<file path="config.mk">
export PLATFORM = sky130hd
export DESIGN_NAME = spi_ram_arbiter
export DESIGN_NICKNAME = d
export VERILOG_FILES = /design/src/rtl/spi_ram_pkg.sv /design/src/rtl/rr_arb2.sv /design/src/rtl/spi_ram_arbiter.sv
export SDC_FILE = /design/constraint.sdc
export NUM_CORES = 1
export LEC_CHECK = 0
export ABC_AREA = 1
export ABC_CLOCK_PERIOD_IN_PS = 3600
export CAP_MARGIN = 20
export CORE_AREA = 10 10 94 96
export CTS_BUF_LIST = sky130_fd_sc_hd__clkbuf_4 sky130_fd_sc_hd__clkbuf_8 sky130_fd_sc_hd__clkbuf_16
export DETAILED_ROUTE_END_ITERATION = 8
export DIE_AREA = 0 0 104 106
export HOLD_SLACK_MARGIN = 0.15
export PLACE_DENSITY = 0.73
export SETUP_SLACK_MARGIN = 0.02
export SYNTH_ARGS = -nofsm -noshare
export SYNTH_HDL_FRONTEND = slang
export SYNTH_SLANG_ARGS = --single-unit
</file>
<file path="constraint.sdc">
create_clock -name clk -period 3.6 [get_ports clk]
set_clock_uncertainty 0.15 [all_clocks]
set_input_delay 0.72 -clock clk [delete_from_list [all_inputs] [get_ports clk]]
set_output_delay 0.72 -clock clk [all_outputs]
set_load 0.1 [all_outputs]
</file>
<file path="src/rtl/spi_ram_pkg.sv">
// Shared constants and types for the SPI/host RAM arbiter.
// SPI command encodings, requester ids and the read-ownership tag.
package spi_ram_pkg;

    localparam logic [1:0] CMD_WR_ADDR = 2'b00;
    localparam logic [1:0] CMD_WR_DATA = 2'b01;
    localparam logic [1:0] CMD_RD_ADDR = 2'b10;
    localparam logic [1:0] CMD_RD_DATA = 2'b11;

    localparam logic REQ_A = 1'b0;
    localparam logic REQ_B = 1'b1;

    typedef struct packed {
        logic valid;
        logic owner;
    } rd_tag_t;

endpackage

</file>
<file path="src/rtl/rr_arb2.sv">
// Two-requester round-robin arbiter; on a tie the requester that did not
// win last time is granted. last_grant resets to B so A wins the first tie.
module rr_arb2
    import spi_ram_pkg::*;
(
    input  logic clk,
    input  logic rst,
    input  logic req_a,
    input  logic req_b,
    output logic gnt_a,
    output logic gnt_b
);

    logic last_grant_q;

    always_comb begin
        gnt_a = 1'b0;
        gnt_b = 1'b0;
        if (req_a && req_b) begin
            if (last_grant_q == REQ_A) gnt_b = 1'b1;
            else                       gnt_a = 1'b1;
        end else begin
            gnt_a = req_a;
            gnt_b = req_b;
        end
    end

    always_ff @(posedge clk) begin
        if (rst)        last_grant_q <= REQ_B;
        else if (gnt_a) last_grant_q <= REQ_A;
        else if (gnt_b) last_grant_q <= REQ_B;
    end

endmodule

</file>
<file path="src/rtl/spi_ram_arbiter.sv">
// Shares one single-port RAM between the unstallable SPI command stream (A)
// and a host req/gnt port (B); read data is routed back in issue order.
module spi_ram_arbiter
    import spi_ram_pkg::*;
#(
    parameter int unsigned ADDR_WIDTH = 8,
    parameter int unsigned DATA_WIDTH = 8
) (
    input  logic                  clk,
    input  logic                  rst,
    input  logic [ADDR_WIDTH+1:0] spi_rx_data,
    input  logic                  spi_rx_valid,
    output logic [DATA_WIDTH-1:0] spi_tx_data,
    output logic                  spi_tx_valid,
    output logic                  spi_overflow,
    input  logic                  b_req,
    input  logic                  b_we,
    input  logic [ADDR_WIDTH-1:0] b_addr,
    input  logic [DATA_WIDTH-1:0] b_wdata,
    output logic                  b_gnt,
    output logic                  b_rvalid,
    output logic [DATA_WIDTH-1:0] b_rdata,
    output logic                  ram_en,
    output logic                  ram_we,
    output logic [ADDR_WIDTH-1:0] ram_addr,
    output logic [DATA_WIDTH-1:0] ram_wdata,
    input  logic [DATA_WIDTH-1:0] ram_rdata
);

    logic [1:0]            cmd;
    logic [ADDR_WIDTH-1:0] payload;
    logic [ADDR_WIDTH-1:0] wr_addr_q, rd_addr_q;

    logic                  a_pend_q, a_we_q;
    logic [ADDR_WIDTH-1:0] a_addr_q;
    logic [DATA_WIDTH-1:0] a_wdata_q;

    logic    a_new, a_load;
    logic    req_a, req_b, gnt_a, gnt_b;
    rd_tag_t tag1_q, tag2_q;

    assign cmd     = spi_rx_data[ADDR_WIDTH+1:ADDR_WIDTH];
    assign payload = spi_rx_data[ADDR_WIDTH-1:0];

    // A new entry may replace the pending one only if that one issues this cycle.
    always_comb begin
        a_new  = spi_rx_valid && ((cmd == CMD_WR_DATA) || (cmd == CMD_RD_DATA));
        a_load = a_new && (!a_pend_q || gnt_a);
    end

    // Grants are suppressed during reset so no host request is silently accepted.
    assign req_a = a_pend_q && !rst;
    assign req_b = b_req && !rst;
    assign b_gnt = gnt_b;

    rr_arb2 u_arb (
        .clk   (clk),
        .rst   (rst),
        .req_a (req_a),
        .req_b (req_b),
        .gnt_a (gnt_a),
        .gnt_b (gnt_b)
    );

    always_ff @(posedge clk) begin
        if (rst) begin
            wr_addr_q    <= '0;
            rd_addr_q    <= '0;
            a_pend_q     <= 1'b0;
            a_we_q       <= 1'b0;
            a_addr_q     <= '0;
            a_wdata_q    <= '0;
            spi_overflow <= 1'b0;
        end else begin
            if (spi_rx_valid) begin
                case (cmd)
                    CMD_WR_ADDR: wr_addr_q <= payload;
                    CMD_RD_ADDR: rd_addr_q <= payload;
                    default: ;
                endcase
            end
            if (a_load) begin
                a_pend_q  <= 1'b1;
                a_we_q    <= (cmd == CMD_WR_DATA);
                a_addr_q  <= (cmd == CMD_WR_DATA) ? wr_addr_q : rd_addr_q;
                a_wdata_q <= DATA_WIDTH'(payload);
            end else if (a_new) begin
                spi_overflow <= 1'b1;
            end else if (gnt_a) begin
                a_pend_q <= 1'b0;
            end
        end
    end

    always_ff @(posedge clk) begin
        if (rst) begin
            ram_en    <= 1'b0;
            ram_we    <= 1'b0;
            ram_addr  <= '0;
            ram_wdata <= '0;
        end else if (gnt_a) begin
            ram_en    <= 1'b1;
            ram_we    <= a_we_q;
            ram_addr  <= a_addr_q;
            ram_wdata <= a_wdata_q;
        end else if (gnt_b) begin
            ram_en    <= 1'b1;
            ram_we    <= b_we;
            ram_addr  <= b_addr;
            ram_wdata <= b_wdata;
        end else begin
            ram_en <= 1'b0;
            ram_we <= 1'b0;
        end
    end

    // tag1 lines up with the RAM port, tag2 with ram_rdata.
    always_ff @(posedge clk) begin
        if (rst) begin
            tag1_q       <= '0;
            tag2_q       <= '0;
            spi_tx_valid <= 1'b0;
            spi_tx_data  <= '0;
            b_rvalid     <= 1'b0;
            b_rdata      <= '0;
        end else begin
            tag1_q.valid <= (gnt_a && !a_we_q) || (gnt_b && !b_we);
            tag1_q.owner <= gnt_b ? REQ_B : REQ_A;
            tag2_q       <= tag1_q;
            spi_tx_valid <= tag2_q.valid && (tag2_q.owner == REQ_A);
            b_rvalid     <= tag2_q.valid && (tag2_q.owner == REQ_B);
            if (tag2_q.valid && (tag2_q.owner == REQ_A)) spi_tx_data <= ram_rdata;
            if (tag2_q.valid && (tag2_q.owner == REQ_B)) b_rdata     <= ram_rdata;
        end
    end

endmodule

</file>
==> flow_summary.toml, run 1 <==
[power]
powerDensity_mw_per_mm2 = 484
sw_frac_of_total_pct = 33.7
pwr-share-comb_pct = 23.7
power_frac_seq_pct = 47.0
power_mw = 1.96
cellLeakagePower_nw = 1.80
power_frac_clock_pct = 29.3
p_int_mw = 1.30
vdd_drop_max_uv = 255
p_switching_mw = 0.662

[worst_hold_path]
hold_depth = 2
min_to = "tag2_q[1]$_SDFF_PP0_"
hp-class = "flop to flop"
hold_start = "tag1_q[1]$_SDFF_PP0_"

[clocking]
cts_hold_buf = 0
clk_pin_slew_worst_paths_ns = 0.08
post_cts_buffers = 0
root_buffer = "clkbuf_8"
htreeDepth = 3
cts_resized = 0
cts_tree = "yes"
cts_max_path_buffers = 2
clock_sink_count = 76
worstSkewPairLatency_ns = 0.34
cts_made_buffers = 9

[global_route]
met2_usage_pct = 19.7
grt.busiest_layer = "met2"
antenna_found_initial = 0
grt_pass1_vias = 2632
grt-ovfl-total = 0
gr-usage-met1_pct = 18.4
grt_max_degree = 51
grt_pass1_wl_mm = 12.7
grt_use_met3_pct = 3.20
grtUsageTotal_pct = 13.6

[critical_path]
critPathKind = "primary input to primary output"
timing.rr.start = "tag2_q[1]$_SDFF_PP0_"
endpoint_kind = "primary output"
worstPathRequired_ns = 2.73
ff2ff_setup_slack_ns = 1.84
worstPathArrival_ns = 2.04
rr_endpoint = "spi_tx_data[2]$_SDFFE_PP0P_"
critPathMaxFanout = 21
crit_path_start_kind = "primary input"
reg2regPathDepth = 5

[yosys]
yosysWarnings = 0
synth_nets = 468
ys_ff_latch = 76
yosysSeqAreaShare_pct = 49.3
synth_area_sq_mm = 0.00309
synth_cell_types = 22
synth_cells = 429
synth.avg_cell_area_sq_um = 7.20

[outcome]
status = "completed"

[timing]
slew_headroom_pct = 33.9
tightest_slew_ns = 0.989
rsz0062_at_grt = "false"
fin_hold_ws_ns = 0.272
setup_viol = 0
fin_crit_ns = 2.91
clock.fmax_mhz = 344
hold_viol = 0
slew_viol_final = 0
period_share_pct = 80.9
setup_tns_ns = 0

[detailed_routing]
firstDrtPassIters = 4
ant_nets = 0
wl_per_cell_um = 12.5
vias = 2796
drt_iter0_drc = 154
route.detailed.drc = 0
routed_wl_mm = 7.53
via_per_inst = 4.63

[die]
fp.dieH_um = 106
die_area_sq_mm = 0.0110
rows = 31
die_x_um = 104
coreArea_sq_mm = 0.00706
num_io_pins = 77
initial_core_util_pct = 43.7

[placed_design]
place.gp.congestion = 0.794
port_buffers = 76
dp_hpwl_mm = 5.56

[cells_and_area]
final_net_count = 540
nFillCells = 670
antenna_cells = 0
syn_to_final_growth_pct = 31.3
final_layout_size_suffix_gt1_share_pct = 7.52

[job]
maxCapViolCount = 0
-- flip-flops by register name, summed over array words and instances, names as in the netlist --
name / flops
a_addr_q: 8
a_pend_q: 1
a_wdata_q: 8
a_we_q: 1
b_rdata: 8
b_rvalid: 1
ram_addr: 8
ram_en: 1
ram_wdata: 8
ram_we: 1
rd_addr_q: 8
spi_overflow: 1
spi_tx_data: 8
spi_tx_valid: 1
tag1_q: 2
tag2_q: 2
u_arb.last_grant_q: 1
wr_addr_q: 8
-- critical path: stages --
cell and delay, ns:
clkdlybuf4s50_1 0.46, inv_4 0.21, nand2_1 0.10, a21oi_1 0.32, buf_12 0.23
-- power by group through the flow --
stage	Clock, mW	Sequential, mW	Combinational [mW]
4_1_cts	0.586	0.923	0.468
3_3_place_gp	0	0.941	0.462
2_1_floorplan	0	1.14	0.135
6_report	0.575	0.923	0.466
3_5_place_dp	0	0.942	0.467
5_1_grt	0.617	0.930	0.501
-- final cells by class --
class	instances	area, sq um	area share (%)
clock inverters	4	26.3	0.648
repair buffers	79	776	19.1
clock buffers	11	145	3.58
well taps	99	124	3.05
flip-flops and latches	76	1520	37.5
multi-input cells	290	1290	31.8
inverters	45	171	4.23
-- Yosys cell counts, drive strengths merged --
cell type	n	area (sq um)
nand2	97	387
nor2	83	319
dfxtp	76	1520
inv	44	168
o21ai	43	226
a21oi	30	150
nand3	27	135
buf	13	85.1
nand3b	8	60.1
clkbuf	5	18.8
a31oi	1	6.26
clkinv	1	3.75
o21a	1	7.51
-- cells by family (layout without fill, tap and decap cells) --
| logic type | count (synthesis) | count (layout) | synth area share (%) |
|---|---|---|---|
| buffers and inverters | 63 | 139 | 8.91 |
| AOI/OAI and AO/OA | 75 | 75 | 12.6 |
| DFF | 76 | 76 | 49.3 |
| and+or+nand+nor | 215 | 215 | 29.2 |
-- worst max path at each step --
stage | slack [ns] | startpoint | cells after the start | endpoint
floorplan | 0.34 | rst | 3 | b_gnt
global placement | 0.70 | rst | 5 | b_gnt
detailed placement | 0.68 | rst | 5 | b_gnt
CTS | 0.68 | rst | 5 | b_gnt
global route | 0.57 | rst | 5 | b_gnt
finish | 0.69 | rst | 5 | b_gnt
-- per-stage QoR --
| step | area (sq um) | setup slack [ns] | std cells | util, % |
|---|---|---|---|---|
| floorplan | 3090 | 0.343 | 429 | - |
| global placement | 3880 | 0.704 | 589 | 55.0 |
| detailed placement | 3880 | 0.685 | 589 | 55.0 |
| CTS | 4060 | 0.678 | 604 | 57.4 |
| global route | 4060 | 0.570 | 604 | 57.4 |
| finish | 4060 | 0.689 | 604 | 57.4 |
-- placed cells by master, fill, tap and decap left out --
| cell | n |
|---|---|
| buf_12 | 1 |
| clkinv_1 | 1 |
| a21oi_1 | 30 |
| nand2_1 | 92 |
| clkbuf_4 | 1 |
| clkinv_2 | 2 |
| nand2_4 | 2 |
| nand3_1 | 27 |
| clkdlybuf4s50_1 | 68 |
| o21a_1 | 1 |
| nor2_4 | 1 |
| inv_1 | 39 |
| inv_4 | 1 |
| buf_4 | 10 |
| dfxtp_1 | 76 |
| nor2_1 | 82 |
| clkinvlp_4 | 1 |
| clkbuf_8 | 10 |
| inv_2 | 4 |
| nand3b_1 | 8 |
| a31oi_1 | 1 |
| clkinv_4 | 1 |
| nand2_2 | 3 |
| o21ai_4 | 1 |
| o21ai_0 | 42 |
-- metal layers --
layer	wire, um	share of wire (%)
met3	363	4.8
met4	160	2.1
met2	3190	42
met5	0	0
met1	3820	51
(Power assumes the default switching activity.)
==> run 2, diff against run 1 <==
--- a/config.mk
+++ b/config.mk
@@ -6,14 +6,14 @@
 export NUM_CORES = 1
 export LEC_CHECK = 0
 export ABC_AREA = 1
-export ABC_CLOCK_PERIOD_IN_PS = 3600
+export ABC_CLOCK_PERIOD_IN_PS = 2600
 export CAP_MARGIN = 20
-export CORE_AREA = 10 10 94 96
+export CORE_AREA = 10 10 95 97
 export CTS_BUF_LIST = sky130_fd_sc_hd__clkbuf_4 sky130_fd_sc_hd__clkbuf_8 sky130_fd_sc_hd__clkbuf_16
 export DETAILED_ROUTE_END_ITERATION = 8
-export DIE_AREA = 0 0 104 106
+export DIE_AREA = 0 0 105 107
 export HOLD_SLACK_MARGIN = 0.15
-export PLACE_DENSITY = 0.73
+export PLACE_DENSITY = 0.74
 export SETUP_SLACK_MARGIN = 0.02
 export SYNTH_ARGS = -nofsm -noshare
 export SYNTH_HDL_FRONTEND = slang
==> constraint.sdc (replaced) <==
create_clock -name clk -period 2.6 [get_ports clk]
set_clock_uncertainty 0.15 [all_clocks]
set_input_delay 0.52 -clock clk [delete_from_list [all_inputs] [get_ports clk]]
set_output_delay 0.52 -clock clk [all_outputs]
set_load 0.1 [all_outputs]
==> run 2 against run 1 <==
Setup slack worse by 0.41 ns. Final area is 0.12% higher. Die area is 1.9% higher. Sequential share of layout area hardly changed. Critical path type unchanged. Utilization is 0.55 points lower. Sequential power is 39% higher. Count of clock-buffer cells in the layout is 2 higher.
==> flow_summary.toml, run 2 (same netlist as run 1, synthesis figures left out) <==
[timing]
setup_viol = 0
fin_hold_ws_ns = 0.272
slew_viol_final = 0
rsz0062_at_grt = "false"
layout_setup_ws_ns = 0.280
fin_crit_ns = 2.32
clock.fmax_mhz = 431
hold_viol = 0
slew_headroom_pct = 60.6
setup_tns_ns = 0
tightest_slew_ns = 0.589
period_share_pct = 89.2

[power]
p_switching_mw = 0.927
p_int_mw = 2.04
cellLeakagePower_nw = 1.89
power_frac_seq_pct = 43.1
sw_frac_of_total_pct = 31.2
vdd_drop_max_uv = 374
power_frac_clock_pct = 35.6
pwr-share-comb_pct = 21.4
powerDensity_mw_per_mm2 = 732

[detailed_routing]
route.detailed.drc = 0
via_per_inst = 4.63
vias = 2805
routed_wl_mm = 7.80
firstDrtPassIters = 5
wl_per_cell_um = 12.9
ant_nets = 0
drt_iter0_drc = 157

[worst_hold_path]
hold_start = "tag1_q[1]$_SDFF_PP0_"
min_to = "tag2_q[1]$_SDFF_PP0_"
hold_depth = 2
hp-class = "flop to flop"

[die]
num_io_pins = 77
die_area_sq_mm = 0.0112
coreArea_sq_mm = 0.00714
rows = 31
initial_core_util_pct = 43.3
fp.dieH_um = 107
die_x_um = 105

[cells_and_area]
mostFrequentLayoutCells = "nand2_1, nor2_1, dfxtp_1, o21ai_0, buf_4"
syn_to_final_growth_pct = 31.5
antenna_cells = 0
final_net_count = 541
nFillCells = 699
layout_commonest_cell = "nand2_1"
final_layout_size_suffix_gt1_share_pct = 14.0

[outcome]
status = "completed"

[clocking]
worstSkewPairLatency_ns = 0.35
clk_pin_slew_worst_paths_ns = 0.08
clock_sink_count = 76
htreeDepth = 3
root_buffer = "clkbuf_8"
cts_hold_buf = 0
cts_made_buffers = 9
cts_tree = "yes"
cts_max_path_buffers = 2
post_cts_buffers = 0
cts_resized = 0

[critical_path]
rr_endpoint = "spi_tx_data[0]$_SDFFE_PP0P_"
critPathKind = "primary input to primary output"
crit_path_start_kind = "primary input"
worstPathRequired_ns = 1.93
worstPathArrival_ns = 1.65
timing.rr.start = "tag2_q[1]$_SDFF_PP0_"
critPathMaxFanout = 3
reg2regPathDepth = 5
endpoint_kind = "primary output"
ff2ff_setup_slack_ns = 0.86

[placed_design]
dp_hpwl_mm = 5.57
place.gp.congestion = 0.806
pre_cts_slack_ns = 0.278
port_buffers = 76

[global_route]
grt-ovfl-total = 0
grt_pass1_vias = 2640
grt_max_degree = 51
grtUsageTotal_pct = 13.8
antenna_found_initial = 0
grt_pass1_wl_mm = 12.9

[job]
maxCapViolCount = 0
run 2: per-stage QoR:
stage               instances  utilization [%]  total power [mW]  cell area [sq um]
global placement          590             53.5              1.93               3820
CTS                       606             56.9              2.99               4060
global route              606             56.9              3.09               4060
finish                    606             56.9              2.97               4060
detailed placement        590             53.5              1.94               3820
floorplan                 429                -              1.77               3090
run 2: per-layer routing:
metal | track usage [%] | vias up | part of all wire (%)
li1 | - | 1499 | -
met1 | 17.4 | 1221 | 47
met2 | 21.5 | 79 | 45
met3 | 4.49 | 6 | 6.3
met4 | 5.00 | 0 | 1.1
met5 | 0 | - | 0
run 2: area by class of cell:
| class | instances | area [sq um] | area share [%] |
|---|---|---|---|
| Clock buffer | 13 | 173 | 4.25 |
| Multi-Input combinational cell | 290 | 1290 | 31.9 |
| Tap cell | 99 | 124 | 3.05 |
| Sequential cell | 76 | 1520 | 37.5 |
| Timing Repair Buffer | 80 | 708 | 17.4 |
| Inverter | 45 | 171 | 4.22 |
| Clock inverter | 3 | 67.6 | 1.66 |
run 2: worst max path at each step:
stage | from | to | depth (start not counted)
after floorplan | rst | b_gnt | 3
after global placement | b_req | b_gnt | 4
after detailed placement | b_req | b_gnt | 4
after CTS | b_req | b_gnt | 4
after global routing | b_req | b_gnt | 4
final | b_req | b_gnt | 4
run 2: worst max-delay path: stages:
cell and delay [ns]:
clkdlybuf4s50_1 0.59, nand2_1 0.12, a21oi_2 0.21, buf_12 0.21
run 2: power by group through the flow:
stage / logic [mW] / registers, mW / clock network (mW)
detailed placement: 0.635 / 1.31 / 0
floorplan: 0.188 / 1.58 / 0
global route: 0.680 / 1.29 / 1.13
finish: 0.635 / 1.28 / 1.06
CTS: 0.639 / 1.28 / 1.07
global placement: 0.630 / 1.30 / 0
